File: src/rtl/coin_pkg.sv
// Shared coin codes, channel state encoding and the saturating tally adder
// for the coin acceptor front end.
package coin_pkg;

    localparam logic [1:0] COIN_NONE = 2'b00;
    localparam logic [1:0] COIN_5    = 2'b01;
    localparam logic [1:0] COIN_10   = 2'b10;

    typedef enum logic [2:0] {
        ST_ARM     = 3'd0,
        ST_IDLE    = 3'd1,
        ST_QUAL    = 3'd2,
        ST_HELD    = 3'd3,
        ST_RELEASE = 3'd4,
        ST_JAM     = 3'd5
    } chan_state_t;

    function automatic logic [15:0] sat_add16(input logic [15:0] a, input logic [4:0] b);
        logic [16:0] sum;
        sum = {1'b0, a} + {12'd0, b};
        if (sum[16]) begin
            return 16'hFFFF;
        end else begin
            return sum[15:0];
        end
    endfunction

endpackage

File: src/rtl/coin_channel.sv
// One coin slot: synchroniser, debounce/jam counter and the channel FSM.
// Emits a single-cycle credit event per physical insertion and flags a jam.
module coin_channel
    import coin_pkg::*;
#(
    parameter int SYNC_STAGES     = 2,
    parameter int DEBOUNCE_CYCLES = 4,
    parameter int JAM_CYCLES      = 4096
) (
    input  logic clk,
    input  logic reset,
    input  logic sense,
    output logic ev,
    output logic in_jam
);

    localparam int CW = $clog2(JAM_CYCLES + 1);
    localparam logic [CW-1:0] CNT_ZERO = CW'(1'b0);
    localparam logic [CW-1:0] CNT_ONE  = CW'(1'b1);
    localparam logic [CW-1:0] DEB_C    = CW'(DEBOUNCE_CYCLES);
    localparam logic [CW-1:0] JAM_LAST = CW'(JAM_CYCLES - 1);

    logic [SYNC_STAGES-1:0] sync_r;
    logic                   s_s;
    chan_state_t            state_r;
    chan_state_t            state_s;
    logic [CW-1:0]          cnt_r;
    logic [CW-1:0]          cnt_s;
    logic                   ev_s;

    // Synchroniser shift register for the asynchronous slot sensor
    always_ff @(posedge clk) begin
        if (reset) begin
            sync_r <= '0;
        end else begin
            sync_r <= {sync_r[SYNC_STAGES-2:0], sense};
        end
    end

    assign s_s = sync_r[SYNC_STAGES-1];

    // Channel state and counter registers
    always_ff @(posedge clk) begin
        if (reset) begin
            state_r <= ST_ARM;
            cnt_r   <= CNT_ZERO;
        end else begin
            state_r <= state_s;
            cnt_r   <= cnt_s;
        end
    end

    // Next-state, counter update and credit event decode
    always_comb begin
        state_s = state_r;
        cnt_s   = cnt_r;
        ev_s    = 1'b0;
        case (state_r)
            ST_ARM: begin
                // A coin already in the slot at reset must leave before we arm
                if (cnt_r == DEB_C) begin
                    state_s = ST_IDLE;
                    cnt_s   = CNT_ZERO;
                end else if (s_s) begin
                    cnt_s = CNT_ZERO;
                end else begin
                    cnt_s = cnt_r + CNT_ONE;
                end
            end
            ST_IDLE: begin
                if (s_s) begin
                    state_s = ST_QUAL;
                    cnt_s   = CNT_ONE;
                end else begin
                    cnt_s = CNT_ZERO;
                end
            end
            ST_QUAL: begin
                if (cnt_r == DEB_C) begin
                    ev_s    = 1'b1;
                    state_s = ST_HELD;
                    cnt_s   = CNT_ZERO;
                end else if (!s_s) begin
                    state_s = ST_IDLE;
                    cnt_s   = CNT_ZERO;
                end else begin
                    cnt_s = cnt_r + CNT_ONE;
                end
            end
            ST_HELD: begin
                // The JAM_CYCLES-th high sample after crediting lands straight in JAM
                if (s_s) begin
                    if (cnt_r == JAM_LAST) begin
                        state_s = ST_JAM;
                        cnt_s   = CNT_ZERO;
                    end else begin
                        cnt_s = cnt_r + CNT_ONE;
                    end
                end else begin
                    state_s = ST_RELEASE;
                    cnt_s   = CNT_ONE;
                end
            end
            ST_RELEASE: begin
                if (cnt_r == DEB_C) begin
                    state_s = ST_IDLE;
                    cnt_s   = CNT_ZERO;
                end else if (s_s) begin
                    state_s = ST_HELD;
                    cnt_s   = CNT_ZERO;
                end else begin
                    cnt_s = cnt_r + CNT_ONE;
                end
            end
            ST_JAM: begin
                if (cnt_r == DEB_C) begin
                    state_s = ST_IDLE;
                    cnt_s   = CNT_ZERO;
                end else if (s_s) begin
                    cnt_s = CNT_ZERO;
                end else begin
                    cnt_s = cnt_r + CNT_ONE;
                end
            end
            default: begin
                state_s = ST_ARM;
                cnt_s   = CNT_ZERO;
            end
        endcase
    end

    assign ev     = ev_s;
    assign in_jam = (state_r == ST_JAM);

endmodule

File: src/rtl/coin_acceptor.sv
// Coin acceptor top: two debounced slot channels, credit arbiter and jam flag.
// Optional running tally of credited value enabled by COIN_ACCEPTOR_TALLY_EN.
module coin_acceptor
    import coin_pkg::*;
#(
    parameter int SYNC_STAGES     = 2,
    parameter int DEBOUNCE_CYCLES = 4,
    parameter int JAM_CYCLES      = 4096
) (
    input  logic        clk,
    input  logic        reset,
    input  logic        sense_5,
    input  logic        sense_10,
    output logic [1:0]  coins,
`ifdef COIN_ACCEPTOR_TALLY_EN
    output logic [15:0] tally,
`endif
    output logic        jam
);

    logic       ev5_s;
    logic       ev10_s;
    logic       jam5_s;
    logic       jam10_s;
    logic [1:0] coins_r;
    logic [1:0] coins_s;
    logic       held10_r;
    logic       held10_s;

    coin_channel #(
        .SYNC_STAGES     (SYNC_STAGES),
        .DEBOUNCE_CYCLES (DEBOUNCE_CYCLES),
        .JAM_CYCLES      (JAM_CYCLES)
    ) u_ch5 (
        .clk    (clk),
        .reset  (reset),
        .sense  (sense_5),
        .ev     (ev5_s),
        .in_jam (jam5_s)
    );

    coin_channel #(
        .SYNC_STAGES     (SYNC_STAGES),
        .DEBOUNCE_CYCLES (DEBOUNCE_CYCLES),
        .JAM_CYCLES      (JAM_CYCLES)
    ) u_ch10 (
        .clk    (clk),
        .reset  (reset),
        .sense  (sense_10),
        .ev     (ev10_s),
        .in_jam (jam10_s)
    );

    // Arbiter: a deferred 10c wins, then 5c (deferring a coincident 10c), then 10c
    always_comb begin
        coins_s  = COIN_NONE;
        held10_s = 1'b0;
        if (held10_r) begin
            coins_s = COIN_10;
        end else if (ev5_s) begin
            coins_s  = COIN_5;
            held10_s = ev10_s;
        end else if (ev10_s) begin
            coins_s = COIN_10;
        end else begin
            coins_s = COIN_NONE;
        end
    end

    // Coin code and deferred-10c registers
    always_ff @(posedge clk) begin
        if (reset) begin
            coins_r  <= COIN_NONE;
            held10_r <= 1'b0;
        end else begin
            coins_r  <= coins_s;
            held10_r <= held10_s;
        end
    end

    assign coins = coins_r;
    assign jam   = jam5_s | jam10_s;

`ifdef COIN_ACCEPTOR_TALLY_EN
    logic [15:0] tally_r;

    // Running credit total, follows the registered coin code by one cycle
    always_ff @(posedge clk) begin
        if (reset) begin
            tally_r <= 16'd0;
        end else if (coins_r == COIN_5) begin
            tally_r <= sat_add16(tally_r, 5'd5);
        end else if (coins_r == COIN_10) begin
            tally_r <= sat_add16(tally_r, 5'd10);
        end else begin
            tally_r <= tally_r;
        end
    end

    assign tally = tally_r;
`endif

endmodule

File: config.mk
export PLATFORM = sky130hd
export DESIGN_NAME = coin_acceptor
export DESIGN_NICKNAME = d
export VERILOG_FILES = /design/src/rtl/coin_pkg.sv /design/src/rtl/coin_channel.sv /design/src/rtl/coin_acceptor.sv
export SDC_FILE = /design/constraint.sdc
export NUM_CORES = 1
export LEC_CHECK = 0
export ABC_AREA = 1
export ABC_CLOCK_PERIOD_IN_PS = 2060
export CELL_PAD_IN_SITES_DETAIL_PLACEMENT = 0
export CELL_PAD_IN_SITES_GLOBAL_PLACEMENT = 2
export CORE_MARGIN = 5
export CORE_UTILIZATION = 37
export DETAILED_ROUTE_END_ITERATION = 10
export PLACE_DENSITY = 0.95
export SETUP_SLACK_MARGIN = 0.1
export SLEW_MARGIN = 15
export SYNTH_ARGS = -nofsm -noshare
export SYNTH_HDL_FRONTEND = slang
export SYNTH_HIERARCHICAL = 1
export SYNTH_SLANG_ARGS = --single-unit
File: constraint.sdc
create_clock -name clk -period 2.06 [get_ports clk]
set_input_delay 0.206 -clock clk [delete_from_list [all_inputs] [get_ports clk]]
set_output_delay 0.206 -clock clk [all_outputs]
set_load 0.01 [all_outputs]
Word-level counts from Yosys, hierarchy flattened
Index checks and enable logic that the tools add are counted.
W data, S select, Z words.
{"block": "totals", "regBits": 39, "in_bits": 4}
{"block": "classes", "add_sub_neg": 2, "eq_ne": 24, "mux": 41, "bitwise": 2, "reduce_logical": 10}
{"op": "$mux W13", "n": 12}
{"op": "$pmux W13 S4", "n": 2}
{"op": "$mux W3", "n": 16}
{"op": "$pmux W3 S5", "n": 2}
{"op": "$add A13 B1 Y13 const B", "n": 2}
{"op": "$eq A13 B12 Y1 const B", "n": 2}
{"op": "$eq A13 B3 Y1 const B", "n": 2}
{"op": "$eq A3 B2 Y1 const B", "n": 4}
{"op": "$eq A3 B3 Y1 const B", "n": 4}
{"op": "$ne A3 B3 Y1 const B", "n": 4}
{"op": "$reduce_and A5 Y1", "n": 2}
{"op": "$reduce_or A3 Y1", "n": 3}
{"op": "$ne A2 B1 Y1 const B", "n": 4}
{"op": "$eq A3 B1 Y1 const B", "n": 2}
{"op": "$logic_not A3 Y1", "n": 2}
{"op": "$mux W1", "n": 6}
{"op": "$mux W2", "n": 3}
{"op": "$ne A3 B1 Y1 const B", "n": 2}
{"op": "$reduce_or A2 Y1", "n": 3}
{"op": "$not A1 Y1", "n": 1}
{"op": "$or A1 B1 Y1", "n": 1}

Logic depth before layout (Yosys ltp)
{"block": "depth", "ltp_word": 6, "ltp_mapped": 11, "depth_no_buf": 11}

Hierarchy
The synthesis kept the hierarchy.
{"mod": "coin_channel at u_ch5", "instances": 1, "cells_each": 162, "area_each_um2": 1078.5, "seq_area_each_um2": 360.3}
{"mod": "coin_channel at u_ch10", "instances": 1, "cells_each": 167, "area_each_um2": 1059.8, "seq_area_each_um2": 360.3}
{"mod": "coin_acceptor", "instances": 1, "cells_each": 14, "area_each_um2": 107.6, "seq_area_each_um2": 60.1}

Worst setup path before layout
Ideal clock, no wire load.
{"block": "synth_timing", "path_kind": "reg2reg", "from": "register u_ch10.cnt_r[0]", "to": "register u_ch10.state_r[0]", "setup_ps": 113, "t_arrival_ps": 1304, "setup_slack_ps": 644, "path_stages_with_launch": 11, "path_buffers": 0, "cell_sequence": "dfxtp_1 ha_1 nand2_2 nor2_4 nand4_2 nand2_2 nand2_2 nor2_4 nand2_1 nand2_1 nor2_1"}
{"block": "synth_via", "elab_chain_len": 3, "elab_cells_between_ends": 10, "classes_between": "6 x eq/ne; 3 x mux; 1 x reduce/logical"}
{"element": "start, declared", "line_no": "coin_channel.sv:27", "rtl": "logic [CW-1:0] cnt_r;"}
{"element": "start signal, assigned", "line_no": "coin_channel.sv:49", "rtl": "cnt_r <= cnt_s;"}
{"element": "$eq A13 B3 Y1 / $eq A13 B12 Y1 (equally long branches)"}
{"element": "$ne A3 B1 Y1 (no source line) (tied with other cells)"}
{"element": "$reduce_and A5 Y1 (no source line) / $pmux W3 S5 (equally long branches)"}
{"element": "end signal, assigned", "line_no": "coin_channel.sv:48", "rtl": "state_r <= state_s;"}
{"element": "end, declared", "line_no": "coin_channel.sv:25", "rtl": "chan_state_t state_r;"}
Several ways; a longest one is shown, not always the timed one.
A chain may end at the register's enable or synchronous reset.

Worst setup path after layout
{"block": "layout_timing", "from": "register u_ch10.state_r[0]", "to": "output port jam"}
{"block": "layout_via", "elab_chain_len": 2}
{"element": "$eq A3 B3 Y1", "line_no": "coin_channel.sv:133", "rtl": "assign in_jam = (state_r == ST_JAM);"}
{"element": "via jam10_s", "line_no": "coin_acceptor.sv:24", "rtl": "logic jam10_s;"}
{"element": "$or A1 B1 Y1", "line_no": "coin_acceptor.sv:82", "rtl": "assign jam = jam5_s | jam10_s;"}
{"element": "end, declared", "line_no": "coin_acceptor.sv:18", "rtl": "output logic jam"}
The timed path passes the listed nets, and every way through them passes these cells.

==> impl_metrics.env <==
export IMPL_outcome="finished clean"
export IMPL_antenna_found_initial=0
export IMPL_antenna_cells=0
export IMPL_grt_start_max_net_pins=11
export IMPL_critPathRequiredTime_ns=1.85
export IMPL_finClkSkew_ns=0.00472
export IMPL_maxCapViolations=0
export IMPL_dieArea_mm2=0.00773
export IMPL_synth_cell_type_count=29
export IMPL_cp_arrival_ns=1.58
export IMPL_final_util_pct=41.8
export IMPL_io_buffer_count=6
export IMPL_p_comb_share_pct=39.1
export IMPL_final_fill_count=642
export IMPL_placementRows=28
export IMPL_power_leakage_nw=1.06
export IMPL_groute_usage_overall_pct=12.2
export IMPL_ys_seq_elements=39
export IMPL_cts_tree="built"
export IMPL_clk_pin_slew_ns=0.07
export IMPL_routed_wl_mm=4.23
export IMPL_syn_num_nets=351
export IMPL_dp_cells=425
export IMPL_fmax_mhz=559
export IMPL_cts_buffers_inserted=5
export IMPL_final_cell_area_mm2=0.00247
export IMPL_power_frac_seq_pct=40.5
export IMPL_initialDrtViolationCount=29
export IMPL_post_route_cells_drive_above_1_share_pct=13.2
export IMPL_syn_inst=343
export IMPL_grt_first_pass_wirelength_mm=7.59
export IMPL_timing_final_max_slew_violations=0
export IMPL_wire_per_inst_um=9.82
export IMPL_fin_ws_ns=0.270
export IMPL_clockRootBuffer="clkbuf_8"
export IMPL_cts_path_max_buffers=2
export IMPL_tightestPinTransition_ns=0.309
export IMPL_postRouteAntennaNets=0
export IMPL_nets=365
export IMPL_clkSinkCount=39
export IMPL_grt_pass1_vias=1838
export IMPL_start_util_pct=37.9
export IMPL_vias=1933
export IMPL_htreeDepth=2
export IMPL_post_dp_hpwl_mm=3.31
export IMPL_slew_headroom_pct=79.4
export IMPL_ir_drop_mv=0.512
export IMPL_finalCritPeriodShare_pct=86.9
export IMPL_crit_type="register to output pin"
export IMPL_first_pass_iters=4
export IMPL_tns_ns=0
export IMPL_endpoint_kind="output pin"
export IMPL_boundaryPins=7
export IMPL_seq_area_frac_synth_pct=34.8
export IMPL_syn_area_per_cell_um2=6.55
export IMPL_grt_overflow_total=0
export IMPL_pre_cts_ws_ns=0.311
export IMPL_synth_area_mm2=0.00225
export IMPL_hold_viol=0
export IMPL_total_power_mw=2.34
export IMPL_routed_via_density=4.48
export IMPL_startpoint_type="register"
export IMPL_clkLatencyLatePin_ns=0.28
export IMPL_place_congestion=0.791
export IMPL_ys_warn_count=6
export IMPL_place_area_mm2=0.00240
export IMPL_netSwitchingPower_mw=0.930
export IMPL_area_growth_pct=10.1
export IMPL_fin_hold_ws_ns=0.398
export IMPL_fp_dieH_um=87.9
export IMPL_setup_viol=0
export IMPL_clock_power_share_pct=20.4
export IMPL_p_int_mw=1.41
export IMPL_cts_setup_buffers=0
export IMPL_p_per_area_mw_per_mm2=948
export IMPL_fin_crit_ns=1.79
export IMPL_critical_path_peak_fanout=7
export IMPL_rsz0062_at_grt="false"
export IMPL_drc=0
export IMPL_die_w_um=87.9
export IMPL_final_cells=431
export IMPL_core_area_mm2=0.00592
export IMPL_hold_path_class="register to register"
export IMPL_swShare_pct=39.7
[state kept, by name, indices dropped and copies added, names as in the netlist]
| register | cells |
|---|---|
| u_ch10/state_r | 3 |
| held10_r | 1 |
| u_ch5/sync_r | 2 |
| u_ch10/cnt_r | 13 |
| u_ch10/sync_r | 2 |
| u_ch5/cnt_r | 13 |
| coins | 2 |
| u_ch5/state_r | 3 |
[metal layers]
| layer | vias to the layer above | GRT usage (%) | wire (µm) |
|---|---|---|---|
| met3 | 3 | 2.82 | 91 |
| met5 | - | 0 | 0 |
| met2 | 22 | 20.8 | 1980 |
| li1 | 1074 | - | - |
| met4 | 0 | 3.77 | 16 |
| met1 | 834 | 15.2 | 2150 |
[path summary, 6_finish.rpt]
path	endpoint	slack, ns	start	cells past startpoint
max reg2reg	u_ch10/cnt_r[2]	0.31	u_ch10/cnt_r[0]	9
min reg2reg	u_ch10/sync_r[1]	0.40	u_ch10/sync_r[0]	2
max	jam	0.27	u_ch10/state_r[0]	4
min	u_ch10/sync_r[1]	0.40	u_ch10/sync_r[0]	2
[logic make-up after synthesis]
| logic type | share of synthesized area [%] |
|---|---|
| buf+inv | 10.4 |
| xor+xnor | 1.56 |
| compound gates | 5.52 |
| fa+ha+maj | 2.23 |
| flops | 34.8 |
| simple gates | 45.6 |
[critical path, stage by stage, from the launching register on]
cell	delay, ns
dfxtp_1	0.45
nand3_1	0.15
inv_1	0.08
or2_1	0.09
clkdlybuf4s50_1	0.52
[power by group through the flow]
stage	registers, mW	logic (mW)	clock network, mW
3_3_place_gp	0.963	0.934	0
3_5_place_dp	0.965	0.925	0
2_1_floorplan	0.943	0.774	0
4_1_cts	0.947	0.929	0.503
5_1_grt	0.968	1.07	0.531
6_report	0.951	0.917	0.477
[layout by cell type (no fill, tap or decap), types with 4 or more instances in the layout]
cell type        Yosys  routed
a21oi_1              7       7
clkbuf_8             0       5
clkdlybuf4s50_1      0       6
dfxtp_1             39      38
ha_1                 4       4
inv_1               54      54
nand2_1             85      85
nand2_2              9       9
nand3_1             17      17
nor2_1              72      72
nor2_2               8       8
nor2_4               5       5
nor3_1               4       4
nor3b_2              4       4
o21ai_0              6       6
xor2_1               4       4
[cell usage after synthesis]
| cell | count | area share, % |
|---|---|---|
| a21o_1 | 1 | 0.33 |
| or2_1 | 1 | 0.28 |
| o21ai_1 | 3 | 0.67 |
| ha_1 | 4 | 2.2 |
| nor3b_2 | 4 | 2.2 |
| o21ai_0 | 6 | 1.3 |
| buf_6 | 2 | 1.0 |
| a31oi_1 | 1 | 0.28 |
| nor2_4 | 5 | 2.5 |
| dfxtp_1 | 39 | 35 |
| inv_2 | 2 | 0.33 |
| a21oi_2 | 1 | 0.39 |
| nand2_1 | 85 | 14 |
| and2_1 | 1 | 0.28 |
| nand2_2 | 9 | 2.5 |
| a21oi_1 | 7 | 1.6 |
| nand3_1 | 17 | 3.8 |
| o21bai_1 | 1 | 0.33 |
| nand4_2 | 3 | 1.7 |
| inv_1 | 54 | 9.0 |
| nor2_2 | 8 | 2.2 |
| or2_0 | 1 | 0.28 |
| nand3_2 | 3 | 1.3 |
| o22ai_1 | 1 | 0.28 |
| nor3_2 | 3 | 1.3 |
| nor3_1 | 4 | 0.89 |
| xor2_1 | 4 | 1.6 |
| nor2_1 | 72 | 12 |
| o211ai_1 | 1 | 0.33 |
[repair_timing]
| action | in CTS | in global routing |
|---|---|---|
| hold buffers | 0 | 0 |
| hold endpoints to repair | 0 | 0 |
| setup endpoints to repair | 0 | 1 |
| resized for setup | 0 | 1 |
[layout make-up]
class | instances | area [µm²] | share of cell area [%]
clock buffer | 6 | 72.6 | 2.93
inverter | 56 | 210 | 8.50
multi-input combinational | 246 | 1230 | 49.8
sequential | 39 | 782 | 31.6
tap | 75 | 93.8 | 3.79
timing repair buffer | 9 | 82.6 | 3.34
(Power assumes the default switching activity.)
